==> src/rtl/qenc_pkg.sv <==
// -----------------------------------------------------------------------------
// qenc_pkg
// Shared definitions for the quadrature encoder peripheral:
//   - register address map of the read-only bus slave
//   - status register bit positions
//   - velocity saturation limits
//   - quadrature step classification helpers
// Build option: QENC_VELOCITY_EN enables the velocity measurement logic in
// quad_encoder_velocity; this package is the same in both builds.
// -----------------------------------------------------------------------------
package qenc_pkg;

    localparam logic [15:0] QENC_ADDR_POS_LSB = 16'h0001;
    localparam logic [15:0] QENC_ADDR_POS_MSB = 16'h0002;
    localparam logic [15:0] QENC_ADDR_STATUS  = 16'h0003;
    localparam logic [15:0] QENC_ADDR_VEL     = 16'h0004;

    localparam int QENC_STAT_DIR    = 0;
    localparam int QENC_STAT_ERR    = 1;
    localparam int QENC_STAT_SYNC_B = 2;
    localparam int QENC_STAT_SYNC_A = 3;
    localparam int QENC_STAT_MOVING = 4;

    localparam int QENC_VEL_MAX = 127;
    localparam int QENC_VEL_MIN = -128;

    typedef enum logic [1:0] {
        QSTEP_HOLD    = 2'd0,
        QSTEP_INC     = 2'd1,
        QSTEP_DEC     = 2'd2,
        QSTEP_ILLEGAL = 2'd3
    } qenc_step_e;

    // Position of an {A,B} pair along the clockwise cycle 00->01->11->10.
    function automatic logic [1:0] qenc_phase(input logic [1:0] ab);
        logic [1:0] ph;
        case (ab)
            2'b00:   ph = 2'd0;
            2'b01:   ph = 2'd1;
            2'b11:   ph = 2'd2;
            default: ph = 2'd3;
        endcase
        return ph;
    endfunction

    // Phase difference modulo 4: +1 is one CW step, -1 (3) one CCW step,
    // 2 means both channels changed at once.
    function automatic qenc_step_e qenc_classify(input logic [1:0] prev_ab,
                                                 input logic [1:0] cur_ab);
        logic [1:0] diff;
        qenc_step_e step;
        diff = qenc_phase(cur_ab) - qenc_phase(prev_ab);
        case (diff)
            2'd1:    step = QSTEP_INC;
            2'd3:    step = QSTEP_DEC;
            2'd2:    step = QSTEP_ILLEGAL;
            default: step = QSTEP_HOLD;
        endcase
        return step;
    endfunction

    // Clamp a window count into the signed 8-bit velocity register range.
    function automatic logic [7:0] qenc_saturate(input logic signed [31:0] v);
        logic [7:0] r;
        if (v > QENC_VEL_MAX) begin
            r = 8'h7F;
        end else if (v < QENC_VEL_MIN) begin
            r = 8'h80;
        end else begin
            r = v[7:0];
        end
        return r;
    endfunction

endpackage

==> src/rtl/qenc_decoder.sv <==
// -----------------------------------------------------------------------------
// qenc_decoder
// Two-flop synchronizers for encoder channels A and B followed by x4
// quadrature transition decoding against the previous synchronized state.
// Ports:
//   clk, rst_n     - system clock, asynchronous active-low reset
//   a, b           - raw encoder channels (asynchronous to clk)
//   inc, dec       - one-cycle pulse per valid CW / CCW transition
//   illegal        - one-cycle pulse when both channels changed together
//   sync_a, sync_b - synchronized channel levels
// -----------------------------------------------------------------------------
module qenc_decoder
    import qenc_pkg::*;
(
    input  logic clk,
    input  logic rst_n,
    input  logic a,
    input  logic b,
    output logic inc,
    output logic dec,
    output logic illegal,
    output logic sync_a,
    output logic sync_b
);

    logic [1:0] meta_ab;
    logic [1:0] sync_ab;
    logic [1:0] prev_ab;
    qenc_step_e step;

    // prev_ab trails sync_ab by one cycle, so each transition is seen once.
    always_ff @(posedge clk or negedge rst_n) begin
        if (!rst_n) begin
            meta_ab <= 2'b00;
            sync_ab <= 2'b00;
            prev_ab <= 2'b00;
        end else begin
            meta_ab <= {a, b};
            sync_ab <= meta_ab;
            prev_ab <= sync_ab;
        end
    end

    always_comb begin
        step    = qenc_classify(prev_ab, sync_ab);
        inc     = (step == QSTEP_INC);
        dec     = (step == QSTEP_DEC);
        illegal = (step == QSTEP_ILLEGAL);
    end

    assign sync_a = sync_ab[1];
    assign sync_b = sync_ab[0];

endmodule

==> src/rtl/quad_encoder_velocity.sv <==
// -----------------------------------------------------------------------------
// quad_encoder_velocity
// Read-only 8-bit bus peripheral for a quadrature encoder: 16-bit wrapping
// position counter, direction and sticky error flags and, optionally, a
// windowed velocity measurement.
// Build option: define QENC_VELOCITY_EN to include the velocity window
// counter, accumulator, velocity register (0x0004) and status bit4 (moving).
// Without it 0x0004 reads 0x00, status bit4 is 0 and VEL_WINDOW is unused.
// Ports:
//   clk, rst_n   - system clock, asynchronous active-low reset
//   addr         - register address
//   cs, rd       - chip select and read strobe
//   data_out     - read data (0x00 unless cs && rd)
//   A, B         - raw encoder channels
// Register map: 0x0001 pos[7:0] (also latches pos[15:8] into the MSB
// shadow), 0x0002 MSB shadow, 0x0003 status, 0x0004 velocity.
// -----------------------------------------------------------------------------
module quad_encoder_velocity
    import qenc_pkg::*;
#(
    parameter int VEL_WINDOW = 1000
) (
    input  logic        clk,
    input  logic        rst_n,
    input  logic [15:0] addr,
    output logic [7:0]  data_out,
    input  logic        cs,
    input  logic        rd,
    input  logic        A,
    input  logic        B
);

    logic        inc;
    logic        dec;
    logic        illegal;
    logic        sync_a;
    logic        sync_b;
    logic [15:0] position;
    logic [7:0]  pos_msb_shadow;
    logic        dir;
    logic        err;
    logic        lsb_read;
    logic        status_read;
    logic        moving;
    logic [7:0]  vel_reg_value;
    logic [7:0]  status;

    qenc_decoder u_decoder (
        .clk     (clk),
        .rst_n   (rst_n),
        .a       (A),
        .b       (B),
        .inc     (inc),
        .dec     (dec),
        .illegal (illegal),
        .sync_a  (sync_a),
        .sync_b  (sync_b)
    );

    assign lsb_read    = cs && rd && (addr == QENC_ADDR_POS_LSB);
    assign status_read = cs && rd && (addr == QENC_ADDR_STATUS);

    // An illegal transition wins over a clearing status read so no error is lost.
    always_ff @(posedge clk or negedge rst_n) begin
        if (!rst_n) begin
            position       <= 16'h0000;
            pos_msb_shadow <= 8'h00;
            dir            <= 1'b0;
            err            <= 1'b0;
        end else begin
            if (inc) begin
                position <= position + 16'd1;
                dir      <= 1'b1;
            end else if (dec) begin
                position <= position - 16'd1;
                dir      <= 1'b0;
            end
            if (illegal) begin
                err <= 1'b1;
            end else if (status_read) begin
                err <= 1'b0;
            end
            if (lsb_read) begin
                pos_msb_shadow <= position[15:8];
            end
        end
    end

`ifdef QENC_VELOCITY_EN
    localparam logic [31:0] WIN_LAST = 32'(VEL_WINDOW - 1);

    logic [31:0]        win_cnt;
    logic signed [31:0] vel_acc;
    logic signed [31:0] step_delta;
    logic [7:0]         velocity;

    assign step_delta = inc ? 32'sd1 : (dec ? -32'sd1 : 32'sd0);

    // The final cycle's transition is folded into the value loaded at window end.
    always_ff @(posedge clk or negedge rst_n) begin
        if (!rst_n) begin
            win_cnt  <= 32'd0;
            vel_acc  <= 32'sd0;
            velocity <= 8'h00;
        end else if (win_cnt == WIN_LAST) begin
            win_cnt  <= 32'd0;
            vel_acc  <= 32'sd0;
            velocity <= qenc_saturate(vel_acc + step_delta);
        end else begin
            win_cnt  <= win_cnt + 32'd1;
            vel_acc  <= vel_acc + step_delta;
        end
    end

    assign moving        = (velocity != 8'h00);
    assign vel_reg_value = velocity;
`else
    logic unused_vel_window;

    assign unused_vel_window = (VEL_WINDOW > 0);
    assign moving            = 1'b0;
    assign vel_reg_value     = 8'h00;
`endif

    always_comb begin
        status                   = 8'h00;
        status[QENC_STAT_DIR]    = dir;
        status[QENC_STAT_ERR]    = err;
        status[QENC_STAT_SYNC_B] = sync_b;
        status[QENC_STAT_SYNC_A] = sync_a;
        status[QENC_STAT_MOVING] = moving;
    end

    always_comb begin
        data_out = 8'h00;
        if (cs && rd) begin
            case (addr)
                QENC_ADDR_POS_LSB: data_out = position[7:0];
                QENC_ADDR_POS_MSB: data_out = pos_msb_shadow;
                QENC_ADDR_STATUS:  data_out = status;
                QENC_ADDR_VEL:     data_out = vel_reg_value;
                default:           data_out = 8'h00;
            endcase
        end
    end

endmodule

==> config.mk <==
export PLATFORM = sky130hd
export DESIGN_NAME = quad_encoder_velocity
export DESIGN_NICKNAME = d
export VERILOG_FILES = /design/src/rtl/qenc_pkg.sv /design/src/rtl/qenc_decoder.sv /design/src/rtl/quad_encoder_velocity.sv
export SDC_FILE = /design/constraint.sdc
export NUM_CORES = 1
export LEC_CHECK = 0
export BUFFER_PORTS_ARGS = -buffer_cell sky130_fd_sc_hd__buf_2
export CORE_UTILIZATION = 55
export DETAILED_ROUTE_END_ITERATION = 8
export MAX_ROUTING_LAYER = met4
export PLACE_DENSITY = 0.83
export SLEW_MARGIN = 20
export SYNTH_ARGS = -nofsm -noshare
export SYNTH_HDL_FRONTEND = slang
export SYNTH_SLANG_ARGS = --single-unit
export TNS_END_PERCENT = 5
==> constraint.sdc <==
create_clock -name clk -period 4.6 [get_ports clk]
set_input_delay 0.46 -clock clk [delete_from_list [all_inputs] [get_ports clk]]
set_output_delay 0.46 -clock clk [all_outputs]
set_load 0.1 [all_outputs]
==> impl_metrics.py, run 1 <==
metrics = {
    "outcome": {
        "status": "finished clean",
    },
    "routing": {
        "wl_final_um": 4924,
        "detail_route.wl_per_cell_um": 16.20,
        "post-route-drc-count": 0,
        "detail-route-antenna-nets": 0,
        "wl_met2_um": 2342,
        "post_route_m1_wl_um": 2343,
        "drt_pre_antenna_iters": 5,
        "num_vias": 1790,
        "detail_route.iter0.violations": 190,
        "detailroute.wirelength.met3_um": 141,
        "highest-signal-layer": "met4",
        "via_per_inst": 5.888,
    },
    "sta": {
        "unrepaired_setup_endpoints_after_global_routing": "no",
        "maxSlewViolCount": 0,
        "hold_viol": 0,
        "post-route-min-period_ps": 3975,
        "clock.fmax_mhz": 251.6,
        "finalSetupViolCount": 0,
        "timing.max_slew.rel_slack": 0.3496,
        "finClkSkew_ps": 3.896,
        "final_setup_tns_ps": 0,
        "max_slew.worst_pin.slew_ps": 968.2,
        "period_share": 0.8641,
    },
    "global_routing": {
        "grt_pass1_vias": 1653,
        "grt_max_degree": 34,
        "global_route_wire_length_before_repair_um": 8107,
        "grt.overflow.total": 0,
        "antenna_violations_before_repair": 0,
        "global_route.usage.total": 0.2656,
    },
    "synth": {
        "synth_edf_count": 0,
        "yosys_warnings": 0,
        "post_synth_inst_count": 222,
        "asyncSetResetFlopFracSynth": 1.000,
        "syn_avg_cell_area_um2": 9.660,
        "ys_ff_latch": 32,
        "yosys-top-cells-area": "sky130_fd_sc_hd__dfrtp_1, sky130_fd_sc_hd__ha_1, sky130_fd_sc_hd__mux2_2, sky130_fd_sc_hd__o21ai_0, sky130_fd_sc_hd__nand2_1",
        "yosys.cell_types.count": 44,
        "synth_area_leader_cell": "sky130_fd_sc_hd__dfrtp_1",
        "syn_nets": 265,
        "netlist.area_leader.share": 0.3734,
        "synth-seq-area-share": 0.3734,
        "primary_flip_flop_cell_chosen_by_synthesis_mapping": "sky130_fd_sc_hd__dfrtp_1",
        "syn-cell-area_mm2": 0.002145,
    },
    "worst_setup_path": {
        "setup.worst_path.end_class": "flip-flop",
        "worst-endpoint-required_ps": 4790,
        "critical_path_arrival_ps": 4170,
        "worst-setup-path-type": "reg2reg",
        "crit_path_cell_trace": "ha_1 > ha_1 > xnor3_4 > nand2b_1 > buf_4 > ha_1 > a21oi_1 > o21ai_1 > and3_1 > or4_1 > a211o_1 > a221oi_2",
        "worstSetupStartpointType": "flip-flop",
        "crit_fanout": 9,
        "peak_per_stage_delay_on_the_critical_path_ps": 510,
        "crit_path_top_delay_cell": "sky130_fd_sc_hd__or4_1",
        "critical-path-top-cell-by-count": "sky130_fd_sc_hd__ha_1",
    },
    "clock_network": {
        "worst_skew_pair.late_latency_ps": 280,
        "clk_pin_slew_ps": 60,
        "cts_made_buffers": 5,
        "root_buffer": "sky130_fd_sc_hd__clkbuf_8",
        "ctsHtreeMaxLevel": 2,
        "tritoncts": "built",
        "cts_buffer_depth": 2,
        "ctsHoldBuffers": 0,
        "clock_sinks": 32,
        "cts_resized": 0,
        "post_cts.repair.setup_buffers": 0,
    },
    "placement": {
        "detailed_place_hpwl_um": 3732,
        "placement.cell_area_mm2": 0.002345,
        "port_buffers": 29,
        "gp_routability_congestion": 0.8779,
        "numPlacedInstances": 296,
    },
    "worst_hold_path": {
        "min_path_type": "in2async",
    },
    "floorplanning": {
        "core_area_mm2": 0.003689,
        "num_rows": 22,
        "num_io_pins": 30,
        "die_h_um": 64.45,
        "die_w_um": 64.45,
        "die_outline_area_mm2": 0.004153,
        "initial_utilization": 0.5814,
    },
    "pwr": {
        "peakVddDrop_v": 0.0004923,
        "power.density_mw_per_mm2": 684.2,
        "clock_share_of_power": 0.157,
        "portion_of_total_power_attributed_to_sequential_cells": 0.274,
        "cell_int_power_uw": 951.6,
        "combinational_power_share": 0.569,
        "power_switching_uw": 726.2,
        "static-leakage-power_uw": 0.001198,
        "netSwitchingFraction": 0.4328,
    },
    "final_layout": {
        "multi_input_comb_area_mm2": 0.001286,
        "area_growth_syn_to_layout_pct": 14.35,
        "final_area_mm2": 0.002452,
        "diodes": 0,
        "final_layout_size_suffix_gt1_frac": 0.2070,
        "instances_no_fill": 304,
        "commonest_non_fill_non_tap_cells_in_the_layout": "sky130_fd_sc_hd__dfrtp_1, sky130_fd_sc_hd__buf_2, sky130_fd_sc_hd__nand2_1, sky130_fd_sc_hd__o21ai_0, sky130_fd_sc_hd__ha_1",
        "layout.nets": 298,
        "seqCellArea_um2": 800.8,
        "fillers": 312,
        "layout.cells.most_common": "sky130_fd_sc_hd__dfrtp_1",
    },
    "run": {
        "max_cap_viol_count": 0,
    },
}
through the flow:
stage	utilization	setup WS (ps)	power, uW	hold WS [ps]
final	0.6649	625.2	1678	229.6
after global routing	0.6649	360.8	1809	278.7
after global placement	0.6357	792.0	1363	337.3
after detailed placement	0.6357	682.0	1404	337.1
after CTS	0.6649	665.3	1675	243.6
after floorplan	-	749.8	1186	164.4
worst paths after layout:
path | cells after the start | slack [ps] | startpoint | end
max in group asynchronous | 1 | 3920 | rst_n | position[3]
min in group clk | 1 | 290 | A | u_decoder.meta_ab[1]
setup / recovery | 12 | 630 | u_decoder.sync_ab[1] | position[15]
hold / removal | 1 | 230 | rst_n | u_decoder.sync_ab[0]
setup reg to reg | 12 | 630 | u_decoder.sync_ab[1] | position[15]
hold reg to reg | 0 | 350 | u_decoder.meta_ab[0] | u_decoder.sync_ab[0]
layer usage:
| metal | global-route usage | vias to the layer above |
|---|---|---|
| met2 | 0.3921 | 39 |
| met4 | 0.09722 | 0 |
| met5 | - | - |
| li1 | - | 880 |
| met1 | 0.3699 | 862 |
| met3 | 0.04225 | 9 |
synth_stat cells (2+ instances only):
cell and number:
sky130_fd_sc_hd__ha_1 20, sky130_fd_sc_hd__o21ai_0 20, sky130_fd_sc_hd__nor4b_1 3, sky130_fd_sc_hd__nand2b_1 3, sky130_fd_sc_hd__a21o_1 5, sky130_fd_sc_hd__o211ai_1 2, sky130_fd_sc_hd__nand4_1 2, sky130_fd_sc_hd__xnor2_1 5
sky130_fd_sc_hd__and2_1 2, sky130_fd_sc_hd__clkbuf_1 4, sky130_fd_sc_hd__mux2i_1 4, sky130_fd_sc_hd__dfrtp_1 32, sky130_fd_sc_hd__a222oi_1 4, sky130_fd_sc_hd__a21oi_1 12, sky130_fd_sc_hd__nor3_1 6, sky130_fd_sc_hd__xor2_1 6
sky130_fd_sc_hd__a22oi_1 4, sky130_fd_sc_hd__mux2_2 9, sky130_fd_sc_hd__nand2_1 21, sky130_fd_sc_hd__nor2_1 18, sky130_fd_sc_hd__inv_1 10, sky130_fd_sc_hd__nand3_1 2, sky130_fd_sc_hd__a211oi_1 2, sky130_fd_sc_hd__nor4_1 3
sky130_fd_sc_hd__and3_1 4
registers in the layout (all words and copies together) (netlist names):
register,count
u_decoder.prev_ab,2
u_decoder.sync_ab,2
u_decoder.meta_ab,2
dir,1
pos_msb_shadow,8
position,16
err,1
critical path: cells and delay by family (launching register included):
kind                     cells  cell delay (ps)
adder cells (fa/ha/maj)      3              830
flip-flops                   1              420
AO/OA/AOI/OAI                4              860
buffers and inverters        1              240
XOR/XNOR                     1              480
AND/OR/NAND/NOR              3             1050
final cells by class:
cell class / instances / area share
Clock inverter: 2 / 0.01429
Multi-Input combinational cell: 175 / 0.5245
Timing Repair Buffer: 31 / 0.06531
Clock buffer: 6 / 0.02959
Sequential cell: 32 / 0.3265
Inverter: 10 / 0.01531
Tap cell: 48 / 0.02449
logic make-up after synthesis:
kind of cell	Yosys count	synth area share
AOI/OAI and AO/OA	59	0.1803
xor gates and xnor gates	13	0.06884
adders and majority gates	21	0.1260
buffers and inverters	15	0.02684
DFF	32	0.3734
muxes	13	0.06593
and+or+nand+nor	69	0.1587
power groups by stage:
stage               Sequential, uW  Clock [uW]  Combinational [uW]
floorplan                      420           0                 766
global placement               464           0                 898
detailed placement             463           0                 941
CTS                            459         269                 946
global route                   469         280                1060
finish                         460         263                 954
Note: power is estimated with default switching activity, not from simulation.
==> run 2: changes to the inputs <==
--- a/config.mk
+++ b/config.mk
@@ -6,6 +6,7 @@
 export NUM_CORES = 1
 export LEC_CHECK = 0
 export BUFFER_PORTS_ARGS = -buffer_cell sky130_fd_sc_hd__buf_2
+export CORE_ASPECT_RATIO = 2
 export CORE_UTILIZATION = 55
 export DETAILED_ROUTE_END_ITERATION = 8
 export MAX_ROUTING_LAYER = met4
==> run 2 against run 1 <==
  * Sequential share of layout area barely moved
  * Largest cell class unchanged
  * Sequential cell count is the same
  * Power increased by 0.81%
  * Largest power group unchanged
  * Worst setup slack better by 77 ps
  * Maximum frequency increased by 2.0%
  * Utilization grew 0.10 points
  * Critical path depth is 3 higher
  * Highest routed layer unchanged
  * Wire length is 2.5% higher
  * Sequential power is 2% higher
  * Cell count grew 0.33%
==> impl_metrics.py, run 2 (synthesized netlist as in run 1, its figures left out) <==
metrics = {
    "sta": {
        "hold_viol": 0,
        "finClkSkew_ps": 6.728,
        "final_setup_tns_ps": 0,
        "max_slew.worst_pin.slew_ps": 907.2,
        "maxSlewViolCount": 0,
        "unrepaired_setup_endpoints_after_global_routing": "no",
        "worst_hold_slack_ps": 215.2,
        "post-route-min-period_ps": 3898,
        "timing.max_slew.rel_slack": 0.3906,
        "period_share": 0.8475,
        "clock.fmax_mhz": 256.5,
        "finalSetupViolCount": 0,
    },
    "global_routing": {
        "global_route_wire_length_before_repair_um": 8273,
        "global_route.usage.total": 0.2788,
        "grt_max_degree": 34,
        "antenna_violations_before_repair": 0,
        "grt.overflow.total": 0,
        "grt_pass1_vias": 1788,
    },
    "final_layout": {
        "area_growth_syn_to_layout_pct": 14.41,
        "largestRegisters": "position x16, pos_msb_shadow x8",
        "max_ffs_per_register": 16,
        "commonest_non_fill_non_tap_cells_in_the_layout": "sky130_fd_sc_hd__dfrtp_1, sky130_fd_sc_hd__buf_2, sky130_fd_sc_hd__nand2_1, sky130_fd_sc_hd__o21ai_0, sky130_fd_sc_hd__ha_1",
        "largest_register_by_flop_count": "position",
        "final_area_mm2": 0.002454,
        "final_layout_size_suffix_gt1_frac": 0.2070,
        "layout.nets": 298,
        "layout.cells.most_common": "sky130_fd_sc_hd__dfrtp_1",
        "diodes": 0,
        "finalCoreUtilization": 0.6659,
    },
    "placement": {
        "detailed_place_hpwl_um": 3890,
        "placement.cell_area_mm2": 0.002346,
        "port_buffers": 29,
        "gp_routability_congestion": 0.9631,
    },
    "worst_setup_path": {
        "setup.worst_path.start": "u_decoder.prev_ab[0]",
        "critical-path-top-cell-by-count": "sky130_fd_sc_hd__inv_1",
        "crit_fanout": 16,
        "setup.worst_path.end_class": "flip-flop",
        "crit_path_top_delay_cell": "sky130_fd_sc_hd__xnor3_4",
        "peak_per_stage_delay_on_the_critical_path_ps": 520,
        "rrSetupSlack_ps": 700,
        "regToRegEndpoint": "position[12]",
        "worst-endpoint-required_ps": 4780,
        "crit_path_cell_trace": "inv_1 > ha_1 > inv_1 > ha_1 > xnor3_4 > nand2b_1 > buf_4 > inv_1 > fa_1 > nor2b_1 > o31a_1 > o21ai_0 > o21ai_0 > mux2i_1 > a32o_1",
        "timing.reg2reg.worst_path_depth": 15,
        "worst-setup-path-type": "reg2reg",
        "worstSetupStartpointType": "flip-flop",
        "critical_path.top_delay_family": "compound AO/OA/AOI/OAI gates",
        "crit_buf_inv": 4,
        "rr_startpoint": "u_decoder.prev_ab[0]",
        "critical_path_arrival_ps": 4070,
    },
    "outcome": {
        "status": "finished clean",
    },
    "routing": {
        "via_per_inst": 6.085,
        "detail_route.iter0.violations": 93,
        "wl_final_um": 5048,
        "drt_pre_antenna_iters": 5,
        "num_vias": 1856,
        "post-route-drc-count": 0,
        "detail-route-antenna-nets": 0,
        "detail_route.wl_per_cell_um": 16.55,
    },
    "clock_network": {
        "cts_made_buffers": 5,
        "cts_buffer_depth": 2,
        "cts_resized": 0,
        "worst_skew_pair.late_latency_ps": 280,
        "tritoncts": "built",
        "clk_pin_slew_ps": 70,
        "ctsHtreeMaxLevel": 2,
        "ctsHoldBuffers": 0,
        "clock_sinks": 32,
        "root_buffer": "sky130_fd_sc_hd__clkbuf_8",
        "post_cts.repair.setup_buffers": 0,
    },
    "pwr": {
        "static-leakage-power_uw": 0.001198,
        "peakVddDrop_v": 0.0004290,
        "power.density_mw_per_mm2": 689.3,
    },
    "floorplanning": {
        "initial_utilization": 0.5820,
        "die_outline_area_mm2": 0.004168,
        "die_w_um": 46.16,
        "num_rows": 31,
        "core_area_mm2": 0.003685,
        "die_h_um": 90.31,
        "num_io_pins": 30,
    },
    "worst_hold_path": {
        "min_path_type": "in2async",
    },
    "run": {
        "max_cap_viol_count": 0,
    },
}
## run 2: cell counts in the layout (fill, tap and decap cells not counted)
No cell type changed its count.
## run 2: through the flow
stage	total power [uW]	cells	setup WS, ps
after global routing	1827	305	400.5
after global placement	1382	297	950.9
after floorplan	1186	222	749.8
after CTS	1689	305	716.0
final	1691	305	701.7
after detailed placement	1412	297	807.8
## run 2: final cells by class
class | count | area, um^2
well taps | 49 | 61.31
clock inverters | 2 | 35.03
fillers | 283 | 1231
inverters | 10 | 37.54
clock buffers | 6 | 72.57
flip-flops and latches | 32 | 800.8
multi-input cells | 175 | 1286
repair buffers | 31 | 160.2
## run 2: layer usage
metal	share of wire	GRT usage
met5	0	-
met4	0.046	0.1471
met3	0.034	0.03400
met2	0.57	0.4730
met1	0.35	0.2928
## run 2: worst max-delay path by stage
stage	to	slack (ps)	cells after the start
6_report	position[12]	700	15
5_1_grt	position[12]	400	15
3_5_place_dp	position[12]	810	15
3_3_place_gp	position[12]	950	13
2_1_floorplan	position[12]	750	13
4_1_cts	position[12]	720	15
## run 2: power by group
| part | switching, uW | internal [uW] | total, uW |
|---|---|---|---|
| combinational | 533 | 425 | 957 |
| sequential | 102 | 366 | 469 |
| clock | 105 | 161 | 266 |
| total | 740 | 952 | 1690 |
==> run 3: changes to the inputs <==
--- a/config.mk
+++ b/config.mk
@@ -7,10 +7,10 @@
 export LEC_CHECK = 0
 export BUFFER_PORTS_ARGS = -buffer_cell sky130_fd_sc_hd__buf_2
 export CORE_ASPECT_RATIO = 2
-export CORE_UTILIZATION = 55
+export CORE_UTILIZATION = 52
 export DETAILED_ROUTE_END_ITERATION = 8
 export MAX_ROUTING_LAYER = met4
-export PLACE_DENSITY = 0.83
+export PLACE_DENSITY = 0.82
 export SLEW_MARGIN = 20
 export SYNTH_ARGS = -nofsm -noshare
 export SYNTH_HDL_FRONTEND = slang
==> constraint.sdc (replaced) <==
create_clock -name clk -period 3.5 [get_ports clk]
set_input_delay 0.35 -clock clk [delete_from_list [all_inputs] [get_ports clk]]
set_output_delay 0.35 -clock clk [all_outputs]
set_load 0.1 [all_outputs]
==> run 3 against run 2 <==
  * Clock skew is 2.2 ps lower
  * Highest routed layer unchanged
  * Final area is 4.6% higher
  * Combinational power is 49% higher
  * Sequential cell count stayed put
  * Critical path depth is 3 lower
  * Largest cell class unchanged
  * Worst hold slack worse by 110 ps
  * Register-to-register slack worse by 540 ps
==> impl_metrics.py, run 3 (synthesized netlist as in run 1, its figures left out) <==
metrics = {
    "worst_setup_path": {
        "crit_path_top_delay_cell": "sky130_fd_sc_hd__xnor3_4",
        "crit_fanout": 5,
        "peak_per_stage_delay_on_the_critical_path_ps": 570,
        "worst-setup-path-type": "reg2reg",
        "crit_path_cell_trace": "ha_1 > nor2_2 > xnor3_4 > nand2b_4 > inv_1 > fa_1 > nor2b_1 > o31a_1 > o21ai_0 > o21ai_2 > mux2i_1 > a32o_1",
        "worstSetupStartpointType": "flip-flop",
        "setup.worst_path.end_class": "flip-flop",
        "timing.reg2reg.worst_path_depth": 12,
        "critical_path_arrival_ps": 3520,
        "worst-endpoint-required_ps": 3690,
    },
    "floorplanning": {
        "initial_utilization": 0.5522,
        "num_rows": 32,
        "num_io_pins": 30,
        "die_w_um": 47.41,
        "die_outline_area_mm2": 0.004401,
        "core_area_mm2": 0.003884,
        "die_h_um": 92.82,
    },
    "clock_network": {
        "cts_buffer_depth": 2,
        "ctsHtreeMaxLevel": 2,
        "clock_sinks": 32,
        "tritoncts": "built",
        "worst_skew_pair.late_latency_ps": 300,
        "ctsHoldBuffers": 0,
        "clk_pin_slew_ps": 70,
        "cts_made_buffers": 5,
        "root_buffer": "sky130_fd_sc_hd__clkbuf_8",
    },
    "outcome": {
        "status": "finished clean",
    },
    "pwr": {
        "cell_int_power_uw": 1373,
        "peakVddDrop_v": 0.0005710,
        "combinational_power_share": 0.586,
        "clock_share_of_power": 0.161,
        "power.density_mw_per_mm2": 954.1,
        "power_switching_uw": 1076,
        "portion_of_total_power_attributed_to_sequential_cells": 0.254,
        "static-leakage-power_uw": 0.001251,
        "netSwitchingFraction": 0.4394,
    },
    "final_layout": {
        "final_layout_size_suffix_gt1_frac": 0.2538,
        "final_area_mm2": 0.002566,
        "largest_register_by_flop_count": "position",
        "commonest_non_fill_non_tap_cells_in_the_layout": "sky130_fd_sc_hd__dfrtp_1, sky130_fd_sc_hd__buf_2, sky130_fd_sc_hd__nand2_1, sky130_fd_sc_hd__ha_1",
        "diodes": 0,
        "max_ffs_per_register": 16,
        "layout.nets": 306,
        "largestRegisters": "position x16, pos_msb_shadow x8",
        "area_growth_syn_to_layout_pct": 19.66,
        "layout.cells.most_common": "sky130_fd_sc_hd__dfrtp_1",
    },
    "placement": {
        "gp_routability_congestion": 0.9524,
        "placement.cell_area_mm2": 0.002401,
        "port_buffers": 29,
        "detailed_place_hpwl_um": 4034,
    },
    "global_routing": {
        "global_route_wire_length_before_repair_um": 9121,
        "globalRoute.busiestLayer": "met2",
        "grt_pass1_vias": 1971,
        "grt_max_degree": 34,
        "grt.overflow.total": 0,
        "groute.layer.met2.usage": 0.4737,
        "global_route.usage.total": 0.3021,
        "grt_use_met3": 0.08187,
        "grt_util_met1": 0.2941,
        "antenna_violations_before_repair": 0,
    },
    "sta": {
        "maxSlewViolCount": 0,
        "worst_hold_slack_ps": 104.2,
        "final_setup_tns_ps": 0,
        "timing.max_slew.rel_slack": 0.5247,
        "max_slew.worst_pin.slew_ps": 712.9,
        "hold_viol": 0,
        "clock.fmax_mhz": 300.0,
        "unrepaired_setup_endpoints_after_global_routing": "no",
        "period_share": 0.9525,
        "post-route-min-period_ps": 3334,
        "finalSetupViolCount": 0,
        "finClkSkew_ps": 4.523,
    },
    "routing": {
        "via_per_inst": 6.194,
        "wl_final_um": 5719,
        "drt_pre_antenna_iters": 5,
        "detail_route.iter0.violations": 94,
        "detail-route-antenna-nets": 0,
        "num_vias": 1951,
        "detail_route.wl_per_cell_um": 18.16,
        "post-route-drc-count": 0,
    },
    "run": {
        "max_cap_viol_count": 0,
    },
    "worst_hold_path": {
        "min_path_type": "in2async",
    },
}
## run 3: cell types whose count changed in the layout (fill, tap and decap cells not counted), moves of 2 or more
| cell | before | now |
|---|---|---|
| sky130_fd_sc_hd__buf_4 | 2 | 9 |
| sky130_fd_sc_hd__o21ai_1 | 1 | 3 |
| sky130_fd_sc_hd__o21ai_0 | 20 | 17 |
| sky130_fd_sc_hd__clkbuf_8 | 5 | 7 |
## run 3: power groups by stage
| stage | sequential [uW] | combinational [uW] | clock [uW] |
|---|---|---|---|
| 2_1_floorplan | 552 | 1010 | 0 |
| 3_3_place_gp | 608 | 1280 | 0 |
| 3_5_place_dp | 611 | 1330 | 0 |
| 4_1_cts | 608 | 1370 | 397 |
| 5_1_grt | 632 | 1580 | 412 |
| 6_report | 622 | 1430 | 393 |
## run 3: final cells by class
| type | instances | area (um^2) |
|---|---|---|
| Clock inverter | 1 | 30.03 |
| Inverter | 10 | 37.54 |
| Clock buffer | 7 | 96.34 |
| Sequential cell | 32 | 800.8 |
| Tap cell | 51 | 63.81 |
| Timing Repair Buffer | 38 | 212.7 |
| Multi-Input combinational cell | 176 | 1325 |
| Fill cell | 311 | 1318 |
## run 3: stage by stage
step	std cells	util	setup slack, ps	total power, uW
2_1_floorplan	222	-	61.30	1567
3_3_place_gp	305	0.6182	104.9	1888
3_5_place_dp	305	0.6182	8.927	1939
4_1_cts	313	0.6517	8.335	2372
5_1_grt	315	0.6608	36.51	2620
6_report	315	0.6608	166.3	2448
## run 3: per-layer routing
metal	share of wire	wire length, um	vias to the layer above
met3	0.057	327	31
met1	0.34	1970	932
met5	0	0	-
met2	0.53	3017	90
met4	0.070	403	0
li1	-	-	898
## run 3: path summary, 6_finish.rpt
path                                 startpoint                   end  slack, ps
max                        u_decoder.sync_ab[1]          position[12]        170
min                                       rst_n  u_decoder.prev_ab[1]        100
max reg2reg                u_decoder.sync_ab[1]          position[12]        170
min reg2reg                u_decoder.meta_ab[0]  u_decoder.sync_ab[0]        360
max in group asynchronous                 rst_n     pos_msb_shadow[5]       2940
min in group clk                              B  u_decoder.meta_ab[0]        160
## run 3: worst max-delay path, delay by kind of cell, from the launching register on
kind	cells	cell delay [ps]
adders and majority gates	2	690
buffers and inverters	1	80
xor gates and xnor gates	1	570
and+or+nand+nor	3	500
AOI/OAI and AO/OA	4	870
DFF	1	410
muxes	1	110
## run 3: timing repair
action / CTS / global route
pin swaps: 0 / 2
setup buffers: 0 / 1
resized for setup: 1 / 5
gates cloned: 0 / 1
endpoints found under the setup margin: 1 / 6
